[src/rtl/q_ringdown_meter_if.sv]
// q_ringdown_meter_if: groups the measurement request, the resonator
// comparator inputs and the result outputs of q_ringdown_meter.
//   master : sweep/stimulus side (drives start, osc_in, env_above)
//   slave  : the meter itself (drives excite, busy, ready, q_measured, timeout)
// WIDTH must equal the WIDTH of the connected meter.
interface q_ringdown_meter_if #(
  parameter int WIDTH = 10
);
  logic             start;
  logic             osc_in;
  logic             env_above;
  logic             excite;
  logic             busy;
  logic             ready;
  logic [WIDTH-1:0] q_measured;
  logic             timeout;

  modport master (
    output start, osc_in, env_above,
    input  excite, busy, ready, q_measured, timeout
  );

  modport slave (
    input  start, osc_in, env_above,
    output excite, busy, ready, q_measured, timeout
  );
endinterface

[src/rtl/q_ringdown_meter.sv]
// q_ringdown_meter: measures resonator Q by ring-down counting. The resonator
// is driven for EXCITE_CYCLES, released for SETTLE_CYCLES, then rising edges of
// the oscillation comparator are counted while the envelope comparator stays
// high (bounded by TIMEOUT_CYCLES). The count is reported with a ready strobe.
//
// Ports:
//   clk        in   single clock, rising edge
//   rst        in   synchronous, active-high reset
//   bus.start      in   measurement request, sampled only in IDLE
//   bus.osc_in     in   asynchronous oscillation comparator
//   bus.env_above  in   asynchronous envelope comparator
//   bus.excite     out  resonator drive enable
//   bus.busy       out  high in every state except IDLE
//   bus.ready      out  one-cycle strobe, result valid from this cycle
//   bus.q_measured out  saturating period count, held until next ready
//   bus.timeout    out  last measurement ended on timeout
//
// Optional feature macro: Q_MEAS_AVG4_EN -- each start runs four ring-downs and
// reports the truncated average of the four saturated counts; timeout is the
// OR over the four runs.
module q_ringdown_meter #(
  parameter int WIDTH          = 10,
  parameter int EXCITE_CYCLES  = 64,
  parameter int SETTLE_CYCLES  = 8,
  parameter int TIMEOUT_CYCLES = 4096
) (
  input logic               clk,
  input logic               rst,
  q_ringdown_meter_if.slave bus
);

  localparam int ES_MAX  = (EXCITE_CYCLES > SETTLE_CYCLES) ? EXCITE_CYCLES : SETTLE_CYCLES;
  localparam int CYC_MAX = (ES_MAX > TIMEOUT_CYCLES) ? ES_MAX : TIMEOUT_CYCLES;
  localparam int CW      = $clog2(CYC_MAX + 1);

  localparam logic [CW-1:0] E_LAST = CW'(EXCITE_CYCLES - 1);
  localparam logic [CW-1:0] S_LAST = CW'(SETTLE_CYCLES - 1);
  localparam logic [CW-1:0] T_LAST = CW'(TIMEOUT_CYCLES - 1);

  typedef enum logic [2:0] {IDLE, EXCITE, SETTLE, COUNT, DONE} state_t;

  state_t           state, state_n;
  logic [CW-1:0]    cyc, cyc_n;
  logic [WIDTH-1:0] cnt, cnt_fin, cnt_n;
  logic             run_end, run_tout;
  logic             last_run;
  logic [WIDTH-1:0] result;
  logic             tout_total;
  logic [WIDTH-1:0] q_r;
  logic             tout_r;

  logic osc_p0, osc_p1, osc_p2;
  logic env_p0, env_p1;
  logic rise;

  // Counter never wraps: it sticks at all-ones.
  function automatic logic [WIDTH-1:0] sat_inc(input logic [WIDTH-1:0] v);
    return (&v) ? v : v + 1'b1;
  endfunction

  // osc_p1 / env_p1 are the synchronised osc_s / env_s; osc_p2 is the
  // previous osc_s used for rising-edge detection.
  assign rise = osc_p1 & ~osc_p2;

`ifdef Q_MEAS_AVG4_EN
  logic [1:0]       run;
  logic [WIDTH+1:0] sum, sum_n;
  logic             tout_acc;

  assign last_run   = (run == 2'd3);
  assign sum_n      = sum + {2'b00, cnt_fin};
  assign result     = sum_n[WIDTH+1:2];
  assign tout_total = tout_acc | run_tout;

  always_ff @(posedge clk) begin
    if (rst || state == IDLE) run <= 2'd0;
    else if (run_end)         run <= run + 2'd1;
  end

  always_ff @(posedge clk) begin
    if (state == IDLE) begin
      sum      <= '0;
      tout_acc <= 1'b0;
    end else if (run_end) begin
      sum      <= sum_n;
      tout_acc <= tout_acc | run_tout;
    end
  end
`else
  assign last_run   = 1'b1;
  assign result     = cnt_fin;
  assign tout_total = run_tout;
`endif

  always_comb begin
    state_n  = state;
    cyc_n    = cyc + 1'b1;
    cnt_fin  = cnt;
    run_end  = 1'b0;
    run_tout = 1'b0;
    unique case (state)
      IDLE: begin
        cyc_n = '0;
        if (bus.start) state_n = EXCITE;
      end
      EXCITE: begin
        if (cyc == E_LAST) begin
          state_n = SETTLE;
          cyc_n   = '0;
        end
      end
      SETTLE: begin
        if (cyc == S_LAST) begin
          state_n = COUNT;
          cyc_n   = '0;
        end
      end
      COUNT: begin
        // Envelope exit takes priority over timeout and does not count the cycle.
        if (!env_p1) begin
          run_end = 1'b1;
        end else begin
          if (rise) cnt_fin = sat_inc(cnt);
          if (cyc == T_LAST) begin
            run_end  = 1'b1;
            run_tout = 1'b1;
          end
        end
        if (run_end) begin
          state_n = last_run ? DONE : EXCITE;
          cyc_n   = '0;
        end
      end
      DONE:    state_n = IDLE;
      default: state_n = IDLE;
    endcase
    cnt_n = (state == COUNT && !run_end) ? cnt_fin : '0;
  end

  // Stage p0/p1: two-flop synchronisers; p2: edge-detect history.
  always_ff @(posedge clk) begin
    if (rst) begin
      state  <= IDLE;
      osc_p0 <= 1'b0;
      osc_p1 <= 1'b0;
      osc_p2 <= 1'b0;
      env_p0 <= 1'b0;
      env_p1 <= 1'b0;
      q_r    <= '0;
      tout_r <= 1'b0;
    end else begin
      state  <= state_n;
      osc_p0 <= bus.osc_in;
      osc_p1 <= osc_p0;
      osc_p2 <= osc_p1;
      env_p0 <= bus.env_above;
      env_p1 <= env_p0;
      // Result is captured on entry to DONE so it is valid alongside ready.
      if (run_end && last_run) begin
        q_r    <= result;
        tout_r <= tout_total;
      end
    end
  end

  always_ff @(posedge clk) begin
    cyc <= cyc_n;
    cnt <= cnt_n;
  end

  assign bus.excite     = (state == EXCITE);
  assign bus.busy       = (state != IDLE);
  assign bus.ready      = (state == DONE);
  assign bus.q_measured = q_r;
  assign bus.timeout    = tout_r;

endmodule

[src/flat_wrapper.sv]
// flat-port wrapper written by rule: the top's interface ports become plain ports
module q_ringdown_meter_flat 
#(
  parameter int WIDTH          = 10,
  parameter int EXCITE_CYCLES  = 64,
  parameter int SETTLE_CYCLES  = 8,
  parameter int TIMEOUT_CYCLES = 4096
)
  (clk, rst, bus_start, bus_osc_in, bus_env_above, bus_excite, bus_busy, bus_ready, bus_q_measured, bus_timeout);
  q_ringdown_meter_if #(.WIDTH(WIDTH)) bus_i ();
  input logic clk;
  input logic rst;
  input wire logic [$bits(bus_i.start)-1:0] bus_start;
  input wire logic [$bits(bus_i.osc_in)-1:0] bus_osc_in;
  input wire logic [$bits(bus_i.env_above)-1:0] bus_env_above;
  output wire logic [$bits(bus_i.excite)-1:0] bus_excite;
  output wire logic [$bits(bus_i.busy)-1:0] bus_busy;
  output wire logic [$bits(bus_i.ready)-1:0] bus_ready;
  output wire logic [$bits(bus_i.q_measured)-1:0] bus_q_measured;
  output wire logic [$bits(bus_i.timeout)-1:0] bus_timeout;
  assign bus_i.start = bus_start;
  assign bus_i.osc_in = bus_osc_in;
  assign bus_i.env_above = bus_env_above;
  assign bus_excite = bus_i.excite;
  assign bus_busy = bus_i.busy;
  assign bus_ready = bus_i.ready;
  assign bus_q_measured = bus_i.q_measured;
  assign bus_timeout = bus_i.timeout;
  q_ringdown_meter #(.WIDTH(WIDTH), .EXCITE_CYCLES(EXCITE_CYCLES), .SETTLE_CYCLES(SETTLE_CYCLES), .TIMEOUT_CYCLES(TIMEOUT_CYCLES)) u_core (.clk(clk), .rst(rst), .bus(bus_i));
endmodule
[config.mk]
export PLATFORM = sky130hd
export DESIGN_NAME = q_ringdown_meter_flat
export DESIGN_NICKNAME = d
export VERILOG_FILES = /design/src/rtl/q_ringdown_meter_if.sv /design/src/rtl/q_ringdown_meter.sv /design/src/flat_wrapper.sv
export SDC_FILE = /design/constraint.sdc
export NUM_CORES = 1
export LEC_CHECK = 0
export ABC_AREA = 1
export BUFFER_PORTS_ARGS = -buffer_cell sky130_fd_sc_hd__clkbuf_2
export CORE_MARGIN = 5
export CORE_UTILIZATION = 40
export DETAILED_ROUTE_END_ITERATION = 10
export GPL_TIMING_DRIVEN = 0
export PLACE_DENSITY = 0.61
export RECOVER_POWER = 50
export SLEW_MARGIN = 0
export SYNTH_ARGS = -nofsm -noshare
export SYNTH_HDL_FRONTEND = slang
export SYNTH_SLANG_ARGS = --single-unit
[constraint.sdc]
create_clock -name clk -period 2.5 [get_ports clk]
set_input_delay 0.5 -clock clk [delete_from_list [all_inputs] [get_ports clk]]
set_output_delay 0.5 -clock clk [all_outputs]
set_load 0.05 [all_outputs]
### Word-level counts from Yosys, hierarchy flattened

Cells that the tools add are included.

| operators by class | value |
|---|---|
| bitwise gates (word level) | 2 |
| $mul | 0 |
| $lt $le $gt $ge | 0 |
| shift operators | 0 |
| mux-type cells | 19 |
| reductions and logical operators | 6 |
| divide/modulo/power cells | 0 |
| equality and inequality tests | 11 |
| $add $sub $neg | 2 |

Operator list:

| operator | number |
|---|---|
| $pmux W13 S4 | 1 |
| $mux W10 | 4 |
| $mux W13 | 3 |
| $add A13 B1 Y13 const B | 1 |
| $eq A13 B12 Y1 const B | 1 |
| $eq A13 B3 Y1 const B | 1 |
| $eq A13 B6 Y1 const B | 1 |
| $mux W3 | 4 |
| $pmux W3 S4 | 1 |
| $add A10 B1 Y10 const B | 1 |
| $reduce_and A10 Y1 | 1 |
| $eq A3 B2 Y1 const B | 2 |
| $mux W1 | 6 |
| $ne A2 B1 Y1 const B | 2 |
| $ne A2 B2 Y1 const B | 2 |
| $reduce_and A4 Y1 | 1 |
| $eq A3 B1 Y1 const B | 1 |
| $eq A3 B3 Y1 const B | 1 |
| $logic_not A3 Y1 | 1 |
| $reduce_bool A3 Y1 | 1 |
| $and A1 B1 Y1 | 1 |
| $logic_and A1 B1 Y1 | 1 |
| $logic_not A1 Y1 | 1 |
| $not A1 Y1 | 1 |

| word-level totals | value |
|---|---|
| output and inout port bits | 14 |
| input bits | 5 |
| memories kept | 0 |
| memory bits (read-only) | 0 |
| memory bits (writable) | 0 |
| logic and storage cells | 50 |
| flip-flop bits (word level) | 42 |
| latch bits | 0 |

### Longest topological paths before layout

| depth | value |
|---|---|
| word-level depth | 7 |
| depth in mapped cells | 10 |

### Worst setup path before layout

No wires, ideal clock.

| timing path | value |
|---|---|
| path type | reg-to-output |
| from | reg u_core.state[2] |
| to | out bus_ready |
| path slack | 534 ps |
| stages on the path, launching flop included | 3 |
| path buffers | 0 |
| data arrival time | 1466 ps |
| path through | dfxtp_1 > inv_2 > nor3_1 |

| between the ends | value |
|---|---|
| word-level cells in the longest chain between the ends | 1 |

RTL lines:

| element | line | source |
|---|---|---|
| from (decl) | q_ringdown_meter.sv:42 | `state_t state, state_n;` |
| from (signal assigned) | q_ringdown_meter.sv:152 | `state <= state_n;` |
| $eq A3 B3 Y1 | q_ringdown_meter.sv:173 | `assign bus.ready = (state == DONE);` |
| to (decl) | flat_wrapper.sv:18 | `output wire logic [$bits(bus_i.ready)-1:0] bus_ready;` |

Every way passes these cells.

### Worst setup path in the final report

| timing path | value |
|---|---|
| from | reg u_core.state[0] |
| to | out bus_excite |

| between the ends | value |
|---|---|
| word-level cells in the longest chain between the ends | 1 |

RTL lines:

| element | line | source |
|---|---|---|
| $eq A3 B1 Y1 | q_ringdown_meter.sv:171 | `assign bus.excite = (state == EXCITE);` |
| to (decl) | flat_wrapper.sv:16 | `output wire logic [$bits(bus_i.excite)-1:0] bus_excite;` |

Every way passes these cells.

==> out/summary.log <==
qor: run_status.run_status finished clean
qor: worst_hold_path.min-delay-start bus_env_above
qor: critical_path.r2r.worst_path.cells 9
qor: routing.drtIter0Drc 104
qor: power_and_ir_drop.p_int 1.18 mW
qor: power_and_ir_drop.power.leakage 1.05 nW
qor: synth.synthesis.area_per_instance 6.90 um2
qor: power_and_ir_drop.power.net_switching 0.720 mW
qor: timing.fin_tns_setup 0 ns
qor: critical_path.start_kind flip-flop
qor: routing.detail_route.first_pass.iterations 4
qor: die.die-width 81.8 um
qor: finish.final-instance-count-excl-fill 395
qor: routing.antenna_left 0
qor: placed_design.place.port_buffers 18
qor: synth.postSynth.asyncResetShare 0%
qor: cts.clkLatencyLatePin 0.30 ns
qor: timing.rsz0062_at_grt no
qor: timing.fin_crit 1.91 ns
qor: power_and_ir_drop.comb_power_share 30.3%
qor: finish.post_route_cells_drive_above_1_share 9.54%
qor: synth.synth_register_bits 42
qor: critical_path.cp.arrival 1.41 ns
qor: timing.relSlewSlack 59.4%
qor: finish.area_delta_synth_final 11.6%
qor: power_and_ir_drop.power_frac_clock 28.6%
qor: timing.finalClockSkew 0.0109 ns
qor: critical_path.cpMaxStageDelayCell sky130_fd_sc_hd__dfxtp_1
qor: die.core-area 5070 um2
qor: grt.grt_first_pass_wirelength 7.34 mm
qor: finish.n_antenna_cell 0
qor: critical_path.timing.rr.end u_core.bus.q_measured[4]
qor: routing.viasPerCell 4.56
qor: placed_design.hpwl 3.14 mm
qor: placed_design.gp_congestion 0.840
qor: synth.synth_sequential_area_ratio 40.7%
qor: synth.synth-main-ff-cell sky130_fd_sc_hd__dfxtp_1
qor: grt.total_overflow_reported_by_the_global_router 0
qor: cts.clock_tree.root_cell sky130_fd_sc_hd__clkbuf_8
qor: cts.worst_setup_hold_path_clk_slew 0.08 ns
qor: cts.post-cts-setup-buffers 0
qor: grt.overall_fraction_of_global_route_tracks_in_use 14.3%
qor: cts.number_of_buffers_created_by_cts 5
qor: critical_path.setup.worst_path.end_class output port
qor: worst_hold_path.hold_path.class in -> reg
qor: synth.synthesis.area 2060 um2
qor: critical_path.timing.critical_path.buf_inv 2
qor: finish.multiInputGateArea 985 um2
qor: critical_path.crit_path_max_incr_delay 0.45 ns
qor: finish.seqCellArea 841 um2
qor: critical_path.path_delay_family flip-flops
qor: cts.max_buffers_root_to_sink 2
qor: timing.maxClockFrequency 0.525 GHz
qor: timing.max_slew.worst_pin.slew 0.612 ns
qor: grt.grt_antenna_before_repair 0
qor: synth.synthCells 299
qor: routing.detailroute.via_count 1,802
qor: cts.cts_hold_buf 0
qor: worst_hold_path.min_delay_path_depth 3
qor: power_and_ir_drop.power_frac_seq 41.2%
qor: grt.largest_net_degree_at_the_start_of_global_routing 14
qor: synth.synthTopCellsByCount sky130_fd_sc_hd__nand2_1, sky130_fd_sc_hd__nor2_1, sky130_fd_sc_hd__inv_1, sky130_fd_sc_hd__dfxtp_1, sky130_fd_sc_hd__nand3_1
qor: cts.clock_sink_count 42
qor: synth.number_of_enable_flip_flop_cells_after_synthesis 0
qor: worst_hold_path.hold_path_end u_core.env_p0
qor: finish.final_net_count 331
qor: power_and_ir_drop.vdd.ir_drop.worst 0.815 mV
qor: routing.wire_per_inst 10.8 um
qor: critical_path.worst-r2r-setup-slack 0.63 ns
qor: finish.final_util 45.4%
qor: synth.synthesis.yosys.warnings 0
qor: timing.post-route-period-util 76.2%
qor: critical_path.cp_data_required_time 2.00 ns
qor: routing.totalWireLength 4.26 mm
qor: die.die_area 6700 um2
qor: critical_path.cp_cell_sequence inv_1, nor3_2, clkbuf_2
qor: power_and_ir_drop.power-per-cell-area 824 nW/um2
qor: job.maxCapViolCount 0
qor: power_and_ir_drop.swShare 37.9%
qor: synth.synthesis.nets 306
qor: synth.synth.distinct_cells 31
qor: critical_path.critical_path.reg2reg.startpoint u_core.cyc[0]
qor: finish.fill_cells 578
qor: critical_path.critical_path.max_fanout 5
qor: grt.grt_pass1_vias 1,610
qor: cts.tritoncts done
qor: die.die_h 81.8 um
qor: timing.max_slew_violations 0
qor: synth.synth_top_area_cell sky130_fd_sc_hd__dfxtp_1
qor: placed_design.placed_cells_incl_taps 387
qor: routing.detail_route.drc_violations 0
qor: synth.yosys.cell_count.top_type sky130_fd_sc_hd__nand2_1
qor: cts.h_tree_depth 2
qor: die.initial_core_util 40.7%
qor: die.boundaryPins 19
qor: critical_path.critPathKind reg -> out
qor: synth.ys_top_cells_by_area sky130_fd_sc_hd__dfxtp_1, sky130_fd_sc_hd__nand2_1, sky130_fd_sc_hd__nor2_1
qor: power_and_ir_drop.power_total 1.90 mW
qor: cts.cts_resized 0
qor: finish.design_area 2300 um2
qor: die.fp-row-count 26
qor: placed_design.placed_area 2240 um2
qor: synth.yosysTopAreaCellShare 40.7%
qor: critical_path.timing.critical_path.depth 3
qor: timing.timing_hold_violations_final 0
qor: timing.setup_viol_count_final 0
state kept, by name, summed over array words and instances, names as in the netlist:
signal / flops
u_core.osc_p1: 1
u_core.env_p0: 1
u_core.osc_p0: 1
u_core.bus.q_measured: 10
u_core.cnt: 10
u_core.state: 3
u_core.cyc: 13
u_core.bus.timeout: 1
u_core.env_p1: 1
u_core.osc_p2: 1
cell usage in the layout (no fill, tap or decap):
| cell | count |
|---|---|
| sky130_fd_sc_hd__o21ai_0 | 4 |
| sky130_fd_sc_hd__xor2_1 | 2 |
| sky130_fd_sc_hd__nand3_1 | 23 |
| sky130_fd_sc_hd__inv_2 | 2 |
| sky130_fd_sc_hd__clkbuf_1 | 15 |
| sky130_fd_sc_hd__dfxtp_1 | 42 |
| sky130_fd_sc_hd__o21ai_1 | 2 |
| sky130_fd_sc_hd__nand2_1 | 73 |
| sky130_fd_sc_hd__ha_1 | 2 |
| sky130_fd_sc_hd__nor2_2 | 3 |
| sky130_fd_sc_hd__a21o_1 | 2 |
| sky130_fd_sc_hd__and2_1 | 1 |
| sky130_fd_sc_hd__nand4_4 | 1 |
| sky130_fd_sc_hd__nor3_2 | 1 |
| sky130_fd_sc_hd__a21oi_4 | 1 |
| sky130_fd_sc_hd__nand4_1 | 8 |
| sky130_fd_sc_hd__bufinv_16 | 1 |
| sky130_fd_sc_hd__buf_6 | 2 |
| sky130_fd_sc_hd__clkbuf_2 | 5 |
| sky130_fd_sc_hd__nor3_1 | 2 |
| sky130_fd_sc_hd__or2_2 | 2 |
| sky130_fd_sc_hd__nand4_2 | 1 |
| sky130_fd_sc_hd__o21bai_1 | 2 |
| sky130_fd_sc_hd__inv_1 | 45 |
| sky130_fd_sc_hd__clkbuf_8 | 5 |
| sky130_fd_sc_hd__nand2_2 | 4 |
| sky130_fd_sc_hd__nand3b_1 | 1 |
| sky130_fd_sc_hd__xnor2_1 | 1 |
| sky130_fd_sc_hd__a31oi_1 | 1 |
| sky130_fd_sc_hd__nor2_1 | 56 |
| sky130_fd_sc_hd__a21oi_1 | 11 |
| sky130_fd_sc_hd__clkinv_1 | 1 |
| sky130_fd_sc_hd__clkinvlp_4 | 1 |
| sky130_fd_sc_hd__nor2_4 | 2 |
metrics by stage:
stage	hold WS (ns)	worst slack (ns)
6_report	0.388	0.594
5_1_grt	0.405	0.392
3_5_place_dp	0.400	0.754
2_1_floorplan	0.388	0.534
4_1_cts	0.379	0.580
3_3_place_gp	0.390	0.758
per-layer routing:
layer	global-route usage (%)	share of wire (%)	up-vias
met5	0	0	-
met3	2.85	5.2	6
li1	-	-	982
met1	19.7	54	772
met4	5.65	1.3	0
met2	21.6	40	42
area by class of cell:
type | instances | share of cell area, %
multi-input cells | 206 | 42.7
flip-flops and latches | 42 | 36.5
inverters | 48 | 7.82
well taps | 70 | 3.80
repair buffers | 18 | 3.20
clock buffers | 6 | 3.15
clock inverters | 2 | 1.63
plain buffers | 3 | 1.14
power by group through the flow:
stage / clock (mW) / combinational [mW] / sequential, mW
floorplan: 0 / 0.387 / 0.864
global placement: 0 / 0.578 / 0.795
detailed placement: 0 / 0.586 / 0.799
CTS: 0.556 / 0.588 / 0.782
global route: 0.578 / 0.638 / 0.789
finish: 0.542 / 0.574 / 0.781
how the worst max path moves through the flow:
stage / from / end / slack, ns
6_report: u_core.state[0] / bus_excite / 0.59
5_1_grt: u_core.cnt[0] / u_core.bus.q_measured[5] / 0.39
4_1_cts: u_core.state[0] / bus_excite / 0.58
3_5_place_dp: u_core.cyc[0] / u_core.cyc[12] / 0.75
3_3_place_gp: u_core.cyc[0] / u_core.cyc[12] / 0.76
2_1_floorplan: u_core.state[2] / bus_ready / 0.53
kinds of logic (layout without fill, tap and decap cells):
| family | after synthesis | count (layout) | synth area share [%] |
|---|---|---|---|
| compound gates | 23 | 23 | 6.67 |
| xor+xnor | 3 | 3 | 1.27 |
| fa+ha+maj | 2 | 2 | 1.21 |
| buf+inv | 51 | 77 | 10.0 |
| flops | 42 | 42 | 40.7 |
| simple gates | 178 | 178 | 40.1 |
worst register-to-register path: cells and delay by family, from the launching register on:
family / cells / cell delay (ns)
buffers and inverters: 1 / 0.22
DFF: 1 / 0.36
adders and majority gates: 1 / 0.22
and+or+nand+nor: 7 / 0.97
No activity file was read; power rests on OpenSTA's default activity.
